`config.mk`:
```
export PLATFORM = sky130hd
export DESIGN_NAME = syn_counter_4bit
export DESIGN_NICKNAME = d
export VERILOG_FILES = /design/src/rtl/syn_counter_pkg.sv /design/src/rtl/syn_counter_tff.sv /design/src/rtl/syn_counter_4bit.sv
export SDC_FILE = /design/constraint.sdc
export NUM_CORES = 1
export LEC_CHECK = 0
export ABC_AREA = 1
export CAP_MARGIN = 20
export CORE_AREA = 10 10 47 49
export CTS_CLUSTER_DIAMETER = 80
export DETAILED_ROUTE_END_ITERATION = 7
export DIE_AREA = 0 0 57 59
export GPL_TIMING_DRIVEN = 0
export REMOVE_ABC_BUFFERS = 1
export SYNTH_ARGS = -nofsm -noshare
export SYNTH_HDL_FRONTEND = slang
export SYNTH_SLANG_ARGS = --single-unit
```
`constraint.sdc`:
```
create_clock -name clk -period 1.9 [get_ports clk]
set_input_delay 0.285 -clock clk [delete_from_list [all_inputs] [get_ports clk]]
set_output_delay 0.285 -clock clk [all_outputs]
set_load 0.005 [all_outputs]
```
`src/rtl/syn_counter_pkg.sv`:
```
// Shared constants and terminal-value helpers for the syn_counter family.
// Terminal constants are 16 bits wide; callers slice them down to WIDTH.
package syn_counter_pkg;

    localparam int SYN_COUNTER_WIDTH_DEF = 4;
    localparam int SYN_COUNTER_WIDTH_MAX = 16;

    function automatic logic [SYN_COUNTER_WIDTH_MAX-1:0] all_ones(input int width);
        logic [SYN_COUNTER_WIDTH_MAX-1:0] v;
        v = '0;
        for (int i = 0; i < SYN_COUNTER_WIDTH_MAX; i++) begin
            if (i < width) begin
                v[i] = 1'b1;
            end
        end
        return v;
    endfunction

    // Expressed through all_ones so both helpers share one notion of width.
    function automatic logic [SYN_COUNTER_WIDTH_MAX-1:0] all_zeros(input int width);
        return all_ones(width) & ~all_ones(width);
    endfunction

endpackage

```
`src/rtl/syn_counter_tff.sv`:
```
// Single-bit toggle flip-flop with asynchronous active-low clear.
module syn_counter_tff (
    input  logic clk,
    input  logic reset,
    input  logic t,
    output logic q
);

    always_ff @(posedge clk or negedge reset) begin
        if (!reset) begin
            q <= 1'b0;
        end else if (t) begin
            q <= ~q;
        end
    end

endmodule

```
`src/rtl/syn_counter_4bit.sv`:
```
// Free-running synchronous counter built from toggle flip-flops and a carry-enable chain.
// Define SYN_COUNTER_DOWN_EN to build a down-counter instead of the default up-counter.
module syn_counter_4bit
    import syn_counter_pkg::*;
#(
    parameter int WIDTH = SYN_COUNTER_WIDTH_DEF
) (
    input  logic             clk,
    input  logic             reset,
    output logic [WIDTH-1:0] q,
    output logic             tc
);

`ifdef SYN_COUNTER_DOWN_EN
    localparam logic [SYN_COUNTER_WIDTH_MAX-1:0] TC_VALUE = all_zeros(WIDTH);
`else
    localparam logic [SYN_COUNTER_WIDTH_MAX-1:0] TC_VALUE = all_ones(WIDTH);
`endif

    logic [WIDTH-1:0] t;

    assign t[0] = 1'b1;

    // Chaining through t[i-1] gives the same AND-reduction over all lower bits.
    for (genvar i = 1; i < WIDTH; i++) begin : g_chain
`ifdef SYN_COUNTER_DOWN_EN
        assign t[i] = t[i-1] & ~q[i-1];
`else
        assign t[i] = t[i-1] & q[i-1];
`endif
    end

    for (genvar i = 0; i < WIDTH; i++) begin : g_bit
        syn_counter_tff u_tff (
            .clk   (clk),
            .reset (reset),
            .t     (t[i]),
            .q     (q[i])
        );
    end

    assign tc = (q == TC_VALUE[WIDTH-1:0]);

endmodule

```
# After elaboration in Yosys (flattened, before gate mapping)
# Index checks and enable logic that the tools add are counted.
[word_totals] regBits=4 latch_bits=0 mem_bits_rw=0 rom_bits=0 inputBits=2 out_inout_bits=5 wordCells=11 n_memories=0
[op_classes] add_sub_neg=0 mul=0 n_div=0 magnitude_cmp=0 eq_ne=1 shift=0 n_mux=0 bitwise_logic=6 reduce_logical=0
[ops] cell="equality test 4 bit, second input constant" count=1
[ops] cell="inverter 1 bit" count=4
[ops] cell="bitwise AND 1 bit" count=2

# Logic depth before layout (Yosys ltp)
# Gate-level depths: netlist of the first run.
[depth] ltp_word=2 ltp_mapped=3 depth_no_buf=3

# By module
# From an unflattened synthesis of the first run, not the netlist that was laid out.
[hier_totals] cells_unflattened=32 hier_area_um2=214.0
[by_module_without_submodules] mod="syn_counter_tff" instances=4 cells_per_inst=6 area_per_inst_um2=43.8 seq_area_each_um2=25.0
[by_module_without_submodules] mod="syn_counter_4bit" instances=1 cells_per_inst=8 area_per_inst_um2=38.8 seq_area_each_um2=0.0

# Worst setup path after synthesis of the first run
# Ideal clock, no wire load.
[synth_timing] kind="register to output" start="register g_bit[0].u_tff.q" end="output port tc" arrival_time_ps=619 t_required_ps=1615 setup_slack_ps=996 stages_incl_launch_ff=3 n_path_buf=0 path_cell_list="dfrtp_1 -> nand3_2 -> nor2_1"
[synth_between] elab_chain_cells=1
[synth_lines] item="start, declared" line_no="syn_counter_tff.sv:6" text="output logic q"
[synth_lines] item="start signal, assigned" line_no="syn_counter_tff.sv:13" text="q <= ~q;"
[synth_lines] item="equality test 4 bit" line_no="syn_counter_4bit.sv:42" text="assign tc = (q == TC_VALUE[WIDTH-1:0]);"
[synth_lines] item="end, declared" line_no="syn_counter_4bit.sv:11" text="output logic tc"
# No other way between the ends.

# Worst setup path in the final report of the first run
# Same ends and word-level chain as after synthesis.

==> key figures, run 1 <==
Yosys
  • Yosys top cell by area: dfrtp_1
  • Synth warn: 0
  • Mapped Area: around 190 um2
  • Cell count after synthesis: 20
  • Post-synth top area share: between 50% and 60%
  • Seq cells post-synth: 4
  • Distinct cells, synth: 9
  • Largest cells by area after synthesis: dfrtp_1 52%, buf_4 16%, nand2_1 7.8%
  • Sequential element share of the synthesized area: a little over half
  • Synthesized area per cell: 9.57 um2

Pwr
  • Net Sw Power: 30.6 uW
  • Sequential share of power: between 40% and 50%
  • Clock Power Share: about 53%
  • Switching part of the total: between 10% and 20%
  • Combinational fraction of design power: between 1.5 and 2%
  • Leak Pwr: around 0.00012 uW
  • P_int: about 160 uW
  • Pwr Density: ~710 mW/mm2
  • VDD IR max: 0.116 mV

Cells and area
  • Area Growth Syn to Fin: 37.9%
  • Diode count: 0
  • Final #Nets: 29
  • FILL cells: between 150 and 200
  • Proportion of layout cells with a drive suffix above 1: around 16%
  • Largest regs: g_bit.u_tff.q: 4 flops
  • Max reg flops: 4
  • Biggest register: g_bit.u_tff.q

Routing
  • Post-DRT Antenna Nets: 0
  • Vias per Instance: between 3 and 4
  • Total wire length: around 350 um
  • DR iter-0 viols: 0
  • # DRC: 0
  • First-pass DRT Iterations: 1
  • Vias: roughly 130
  • WL/cell: between 8 and 9 um

STA
  • Worst clock skew: 0.000648 ns
  • Fin crit period: 1.67 ns
  • Setup violators final: 0
  • Final hold viol count: 0
  • Worst Tran Pin Value: approximately 0.22 ns
  • Highest Clock Rate: about 600 MHz
  • Slew Viols, Final: 0
  • Final cycle utilization of the critical path: between 80 and 90%
  • Max_slew headroom: between 80% and 90%
  • Setup tns final: 0 ns
  • Fin worst setup slack: approximately 0.23 ns
  • RSZ-0062 raised after global routing: no

Outcome
  • Run status: complete, no violations

Global routing
  • Total congestion overflow: 0
  • Antenna violations before repair: 0
  • Total GRT Usage: ~2.6%
  • First-pass GRT wire length: roughly 590 um
  • Pin count of the biggest net entering global routing: 7
  • Vias in the first global route: approximately 150

Worst setup path
  • Worst path max stage delay: roughly 0.50 ns
  • WP data arrival: 1.38 ns
  • Nature of the critical path endpoint: output pin
  • Reg-to-Reg End: g_bit[2].u_tff.q
  • Critical Setup Path Class: reg -> out
  • Slowest CP cell: clkdlybuf4s50_1
  • Startpoint types: register
  • CP cell instances: nand3_2 > nor2_1 > clkdlybuf4s50_1
  • WP data required: about 1.6 ns
  • FF-to-FF path depth: 2
  • Critical R2R Launch: g_bit[0].u_tff.q
  • Crit Path Max Fanout: 6
  • R2R setup slack: roughly 1.1 ns

Clock tree
  • CTS tree: done
  • Clk Latency, worst-skew pair: 0.23 ns
  • Clock Sinks: 4
  • CTS buffer count: 3
  • CTS Root Cell: clkbuf_4
  • Clk slew on worst S/H paths: approximately 0.03 ns
  • Post-CTS setup buffer count: 0
  • Number of gates resized after CTS: 0
  • # hold bufs at CTS: 0
  • Clock Tree Buf Depth: 2
  • # H-tree levels: 1

Job
  • Max_cap viols: 0

Floorplanning
  • Initial core utilization: between 10% and 20%
  • Core Rows: 14
  • Chip Height: about 60 um
  • Core area: between 0.001 and 0.0015 mm2
  • Die width: around 57 um
  • Die ar.: 0.00336 mm2
  • Ports: 7

Placement
  • GPL Wtd Cong: just over 0.6
  • Pre-CTS setup slack: 0.453 ns
  • Port Buffers: 6
  • DPL Wire Length: 296 um

Hold path
  • HP Class: in -> async
-- power by group through the flow --
stage          Sequential [uW]  Combinational (uW)  Clock [uW]
2_1_floorplan             86.8           0.0000342           0
3_5_place_dp              86.7                3.43           0
5_1_grt                   85.5                3.76         115
3_3_place_gp              86.7                3.40           0
6_report                  85.7                3.27        99.4
4_1_cts                   85.7                3.43         106
-- critical path: cells and delay by family (launching register included) --
kind | cells | cell delay, ns
buffers and inverters | 1 | 0.50
DFF | 1 | 0.45
and+or+nand+nor | 2 | 0.20
-- placed cells by master, fill, tap and decap left out --
cell type	synthesis	routed
clkbuf_4	0	3
nand3_2	1	1
nand2_1	4	4
and2_1	1	1
nor2_1	1	1
xor2_1	1	1
clkdlybuf4s50_1	0	6
nand4_1	1	1
inv_1	3	3
dfrtp_1	4	4
-- metal layers --
layer	GRT usage (%)	vias to the layer above	part of all wire [%]
li1	-	68	-
met1	2.27	52	33
met2	2.33	8	39
met3	3.86	0	27
met4	3.02	0	0
met5	0	-	0
-- Yosys cell counts, drive strengths merged --
cell type,count
nand2,4
xor2,1
dfrtp,4
nor2,1
inv,3
and2,1
nand3,1
nand4,1
buf,4
-- logic make-up (layout without fill, tap and decap cells) --
| group | Yosys count | after routing | share of synthesized area, % |
|---|---|---|---|
| buf+inv | 7 | 12 | 21.6 |
| xor+xnor | 1 | 1 | 4.58 |
| simple gates | 8 | 8 | 21.6 |
| flops | 4 | 4 | 52.3 |
-- layout make-up --
type                       count  area (um2)  share of cell area (%)
timing repair buffer           6        60.1                    22.7
tap                           16        20.0                    7.58
inverter                       3        11.3                    4.27
sequential                     4         100                    37.9
multi-input combinational      9        50.0                    19.0
clock buffer                   3        22.5                    8.53
-- worst max-delay path by stage --
| stage | start | slack, ns | cells after the start | end |
|---|---|---|---|---|
| after floorplan | g_bit[0].u_tff.q | 0.98 | 2 | tc |
| after global placement | g_bit[0].u_tff.q | 0.45 | 3 | tc |
| after detailed placement | g_bit[0].u_tff.q | 0.45 | 3 | tc |
| after CTS | g_bit[0].u_tff.q | 0.20 | 3 | tc |
| after global routing | g_bit[0].u_tff.q | 0.10 | 3 | tc |
| final | g_bit[0].u_tff.q | 0.23 | 3 | tc |
-- per-stage QoR --
step,std cells,hold slack [ns],total power [uW],util (%),instance area (um2)
floorplan,16,-0.0106,86.8,-,161
global placement,38,0.496,90.1,17.2,241
detailed placement,38,0.500,90.2,17.2,241
CTS,41,0.252,195,18.8,264
global route,41,0.263,204,18.8,264
finish,41,0.256,188,18.8,264
Power figures use the tool's default switching activity.
==> run 2: changes to the inputs <==
- ABC_AREA: 1 -> not set
- SYNTH_HIERARCHICAL: not set -> 1
==> run 2 against run 1 <==
Compared with the run above:
- sequential share of layout area decreased by 0.18 points
- non-clock buffer count unchanged
- sequential cell count unchanged
- sequential power increased by 110%
- utilization increased by 0.089 points
- global-route usage decreased by 0.26 points
- worst hold slack got worse by 0.0013 ns
- clock-buffer cell count unchanged
- synthesized cell count decreased by 35%
- largest power group is now sequential cells
==> key figures, run 2 <==
Clock tree
  • Post-CTS setup buffer count: 0 (unchanged)
  • Clock Tree Buf Depth: 2 (unchanged)
  • CTS buffer count: 3 (unchanged)
  • CTS tree: done
  • # H-tree levels: 1 (unchanged)
  • Clk Latency, worst-skew pair: 0.23 ns (about the same)
  • CTS Root Cell: clkbuf_4
  • Clock Sinks: 4 (unchanged)
  • Clk slew on worst S/H paths: 0.04 ns (about the same)
  • Number of gates resized after CTS: 0 (unchanged)
  • # hold bufs at CTS: 0 (unchanged)

Routing
  • Post-DRT Antenna Nets: 0 (unchanged)
  • WL/cell: 8.59 um (-0.18%)
  • First-pass DRT Iterations: 1 (unchanged)
  • # DRC: 0 (unchanged)
  • Vias per Instance: 3.16 (+1.3%)
  • Vias: 117 (-8.6%)
  • Total wire length: 318 um (-9.9%)
  • DR iter-0 viols: 0 (unchanged)

Yosys
  • Sequential element share of the synthesized area: 58.8% (+6.5 points)
  • Synthesized area per cell: 13.1 um2 (+37%)
  • Post-synth top area share: 58.8% (+6.5 points)
  • Synth Flop Type: dfrtp_1
  • Mapped Area: 170 um2 (-11%)
  • Seq cells post-synth: 4 (unchanged)
  • Yosys top cell by area: dfrtp_1
  • EDFF count, synth: 0 (unchanged)
  • Top post-synthesis cells by count: 4 x dfrtp_1, 4 x xor2_1
  • Synth warn: 6 (+6)
  • Synth async-reset ratio: 100% (unchanged)
  • Largest cells by area after synthesis: dfrtp_1 59%, xor2_1 21%, and4_1 5.1%
  • Distinct cells, synth: 7 (-2)
  • Cell count after synthesis: 13 (-35%)

Floorplanning
  • Chip Height: 59 um (unchanged)
  • Core Rows: 14 (unchanged)
  • Die ar.: 0.00336 mm2 (unchanged)
  • Die width: 57 um (unchanged)
  • Initial core utilization: 12.1% (-1.5 points)
  • Core area: 0.00140 mm2 (unchanged)
  • Ports: 7 (unchanged)

Placement
  • Port Buffers: 6 (unchanged)
  • GPL Wtd Cong: 0.706 (+17%)
  • DPL Wire Length: 256 um (-14%)
  • Placed Area: 243 um2 (+0.52%)

Global routing
  • First-pass GRT wire length: 531 um (-10%)
  • Vias in the first global route: 128 (-12%)
  • Antenna violations before repair: 0 (unchanged)
  • Total congestion overflow: 0 (unchanged)
  • Total GRT Usage: 2.38% (-0.26 points)
  • Pin count of the biggest net entering global routing: 7 (unchanged)

Worst setup path
  • Nature of the critical path endpoint: output pin
  • CP bufs+invs: 1 (unchanged)
  • WP depth: 2 (-1)
  • Worst path max stage delay: 0.50 ns (about the same)
  • CP cell instances: and4_1 > clkdlybuf4s50_1
  • Crit Path Max Fanout: 6 (unchanged)
  • Slowest CP cell: clkdlybuf4s50_1
  • Critical Setup Path Class: reg -> out
  • WP data required: 1.62 ns (about the same)
  • FF-to-FF path depth: 2 (unchanged)
  • Critical R2R Launch: g_bit[0].u_tff/q
  • Reg-to-Reg End: g_bit[3].u_tff/q
  • Startpoint types: register
  • WP data arrival: 1.35 ns (-0.03 ns)
  • Delay-heaviest family, CP: buffers and inverters
  • R2R setup slack: 1.02 ns (-0.04 ns)

Cells and area
  • FILL cells: 162 (-2.4%)
  • Biggest register: g_bit.u_tff/q
  • Final #Nets: 25 (-14%)
  • Proportion of layout cells with a drive suffix above 1: 23.8% (+7.8 points)
  • Max reg flops: 4 (unchanged)
  • Most frequent cells in the layout: 6 x clkdlybuf4s50_1, 4 x xor2_1, 4 x dfrtp_1
  • Most common cell after layout, fill and taps aside: clkdlybuf4s50_1
  • Post-layout util: 18.9% (+0.089 points)
  • Area Growth Syn to Fin: 55.9%
  • Largest regs: g_bit.u_tff/q: 4 flops
  • Post-route cell area: 265 um2 (+0.47%)
  • Diode count: 0 (unchanged)

STA
  • Final cycle utilization of the critical path: 85.8% (-1.8 points)
  • Highest Clock Rate: 613 MHz (+2.1%)
  • Hold WS: 0.255 ns (-0.00130 ns)
  • Fin crit period: 1.63 ns (-0.0348 ns)
  • Setup tns final: 0 ns (unchanged)
  • Worst clock skew: 0.000771 ns (+0.000123 ns)
  • Setup violators final: 0 (unchanged)
  • RSZ-0062 raised after global routing: no
  • Slew Viols, Final: 0 (unchanged)
  • Final hold viol count: 0 (unchanged)

Job
  • Max_cap viols: 0 (unchanged)

Hold path
  • HP Class: in -> async

Pwr
  • Leak Pwr: 0.000118 uW (-3.4%)
  • Pwr Total: 463 uW (+150%)
  • Pwr Density: 1750 mW/mm2 (+140%)
  • VDD IR max: 0.268 mV (+130%)

Outcome
  • Run status: complete, no violations
[run 2: worst max-delay path by stage]
stage / from / endpoint / slack, ns
floorplan: g_bit[0].u_tff/q / tc / 1.00
global placement: g_bit[0].u_tff/q / tc / 0.52
detailed placement: g_bit[0].u_tff/q / tc / 0.50
CTS: g_bit[0].u_tff/q / tc / 0.24
global route: g_bit[0].u_tff/q / tc / 0.20
finish: g_bit[0].u_tff/q / tc / 0.27
[run 2: worst reg2reg max path: cells and delay by family (launching register included)]
family,cells,cell delay (ns)
xor+xnor,1,0.14
flops,1,0.42
simple gates,1,0.20
[run 2: area by class of cell]
type	count	area (um2)	share of cell area, %
Multi-Input combinational cell	8	62.6	23.6
Clock buffer	3	22.5	8.49
Timing Repair Buffer	6	60.1	22.6
Tap cell	16	20.0	7.55
Sequential cell	4	100	37.7
[run 2: metal layers]
metal | vias up | part of all wire [%] | global-route usage (%)
li1 | 56 | - | -
met4 | 0 | 0 | 4.03
met1 | 52 | 39 | 1.91
met3 | 0 | 25 | 2.79
met2 | 9 | 36 | 2.17
met5 | - | 0 | 0
[run 2: metrics by stage]
stage / worst slack, ns / std cells
2_1_floorplan: 1.00 / 12
6_report: 0.269 / 37
4_1_cts: 0.241 / 37
5_1_grt: 0.197 / 37
3_3_place_gp: 0.516 / 34
3_5_place_dp: 0.496 / 34
[run 2: power by group]
group / switching [uW] / internal, uW / total (uW)
combinational: 53.6 / 126 / 179
clock: 31.2 / 70.4 / 102
sequential: 49.5 / 133 / 183
total: 134 / 329 / 463
[run 2: kinds of logic (layout without fill, tap and decap cells)]
kind of cell	after synthesis	after routing	synth area share, %
xor+xnor	4	4	20.6
buf+inv	1	9	4.41
flops	4	4	58.8
other cells	1	1	2.20
simple gates	3	3	14.0
==> run 3: changes to the inputs <==
- MAX_ROUTING_LAYER: not set -> met4
==> results of run 3 <==
No change in the layout: final DEF, timing and power equal those of run 2.
Main changes from that run: final weighted congestion in routability-driven placement 0.706 -> 0.714; overall routing resource usage 2.38% -> 2.45%
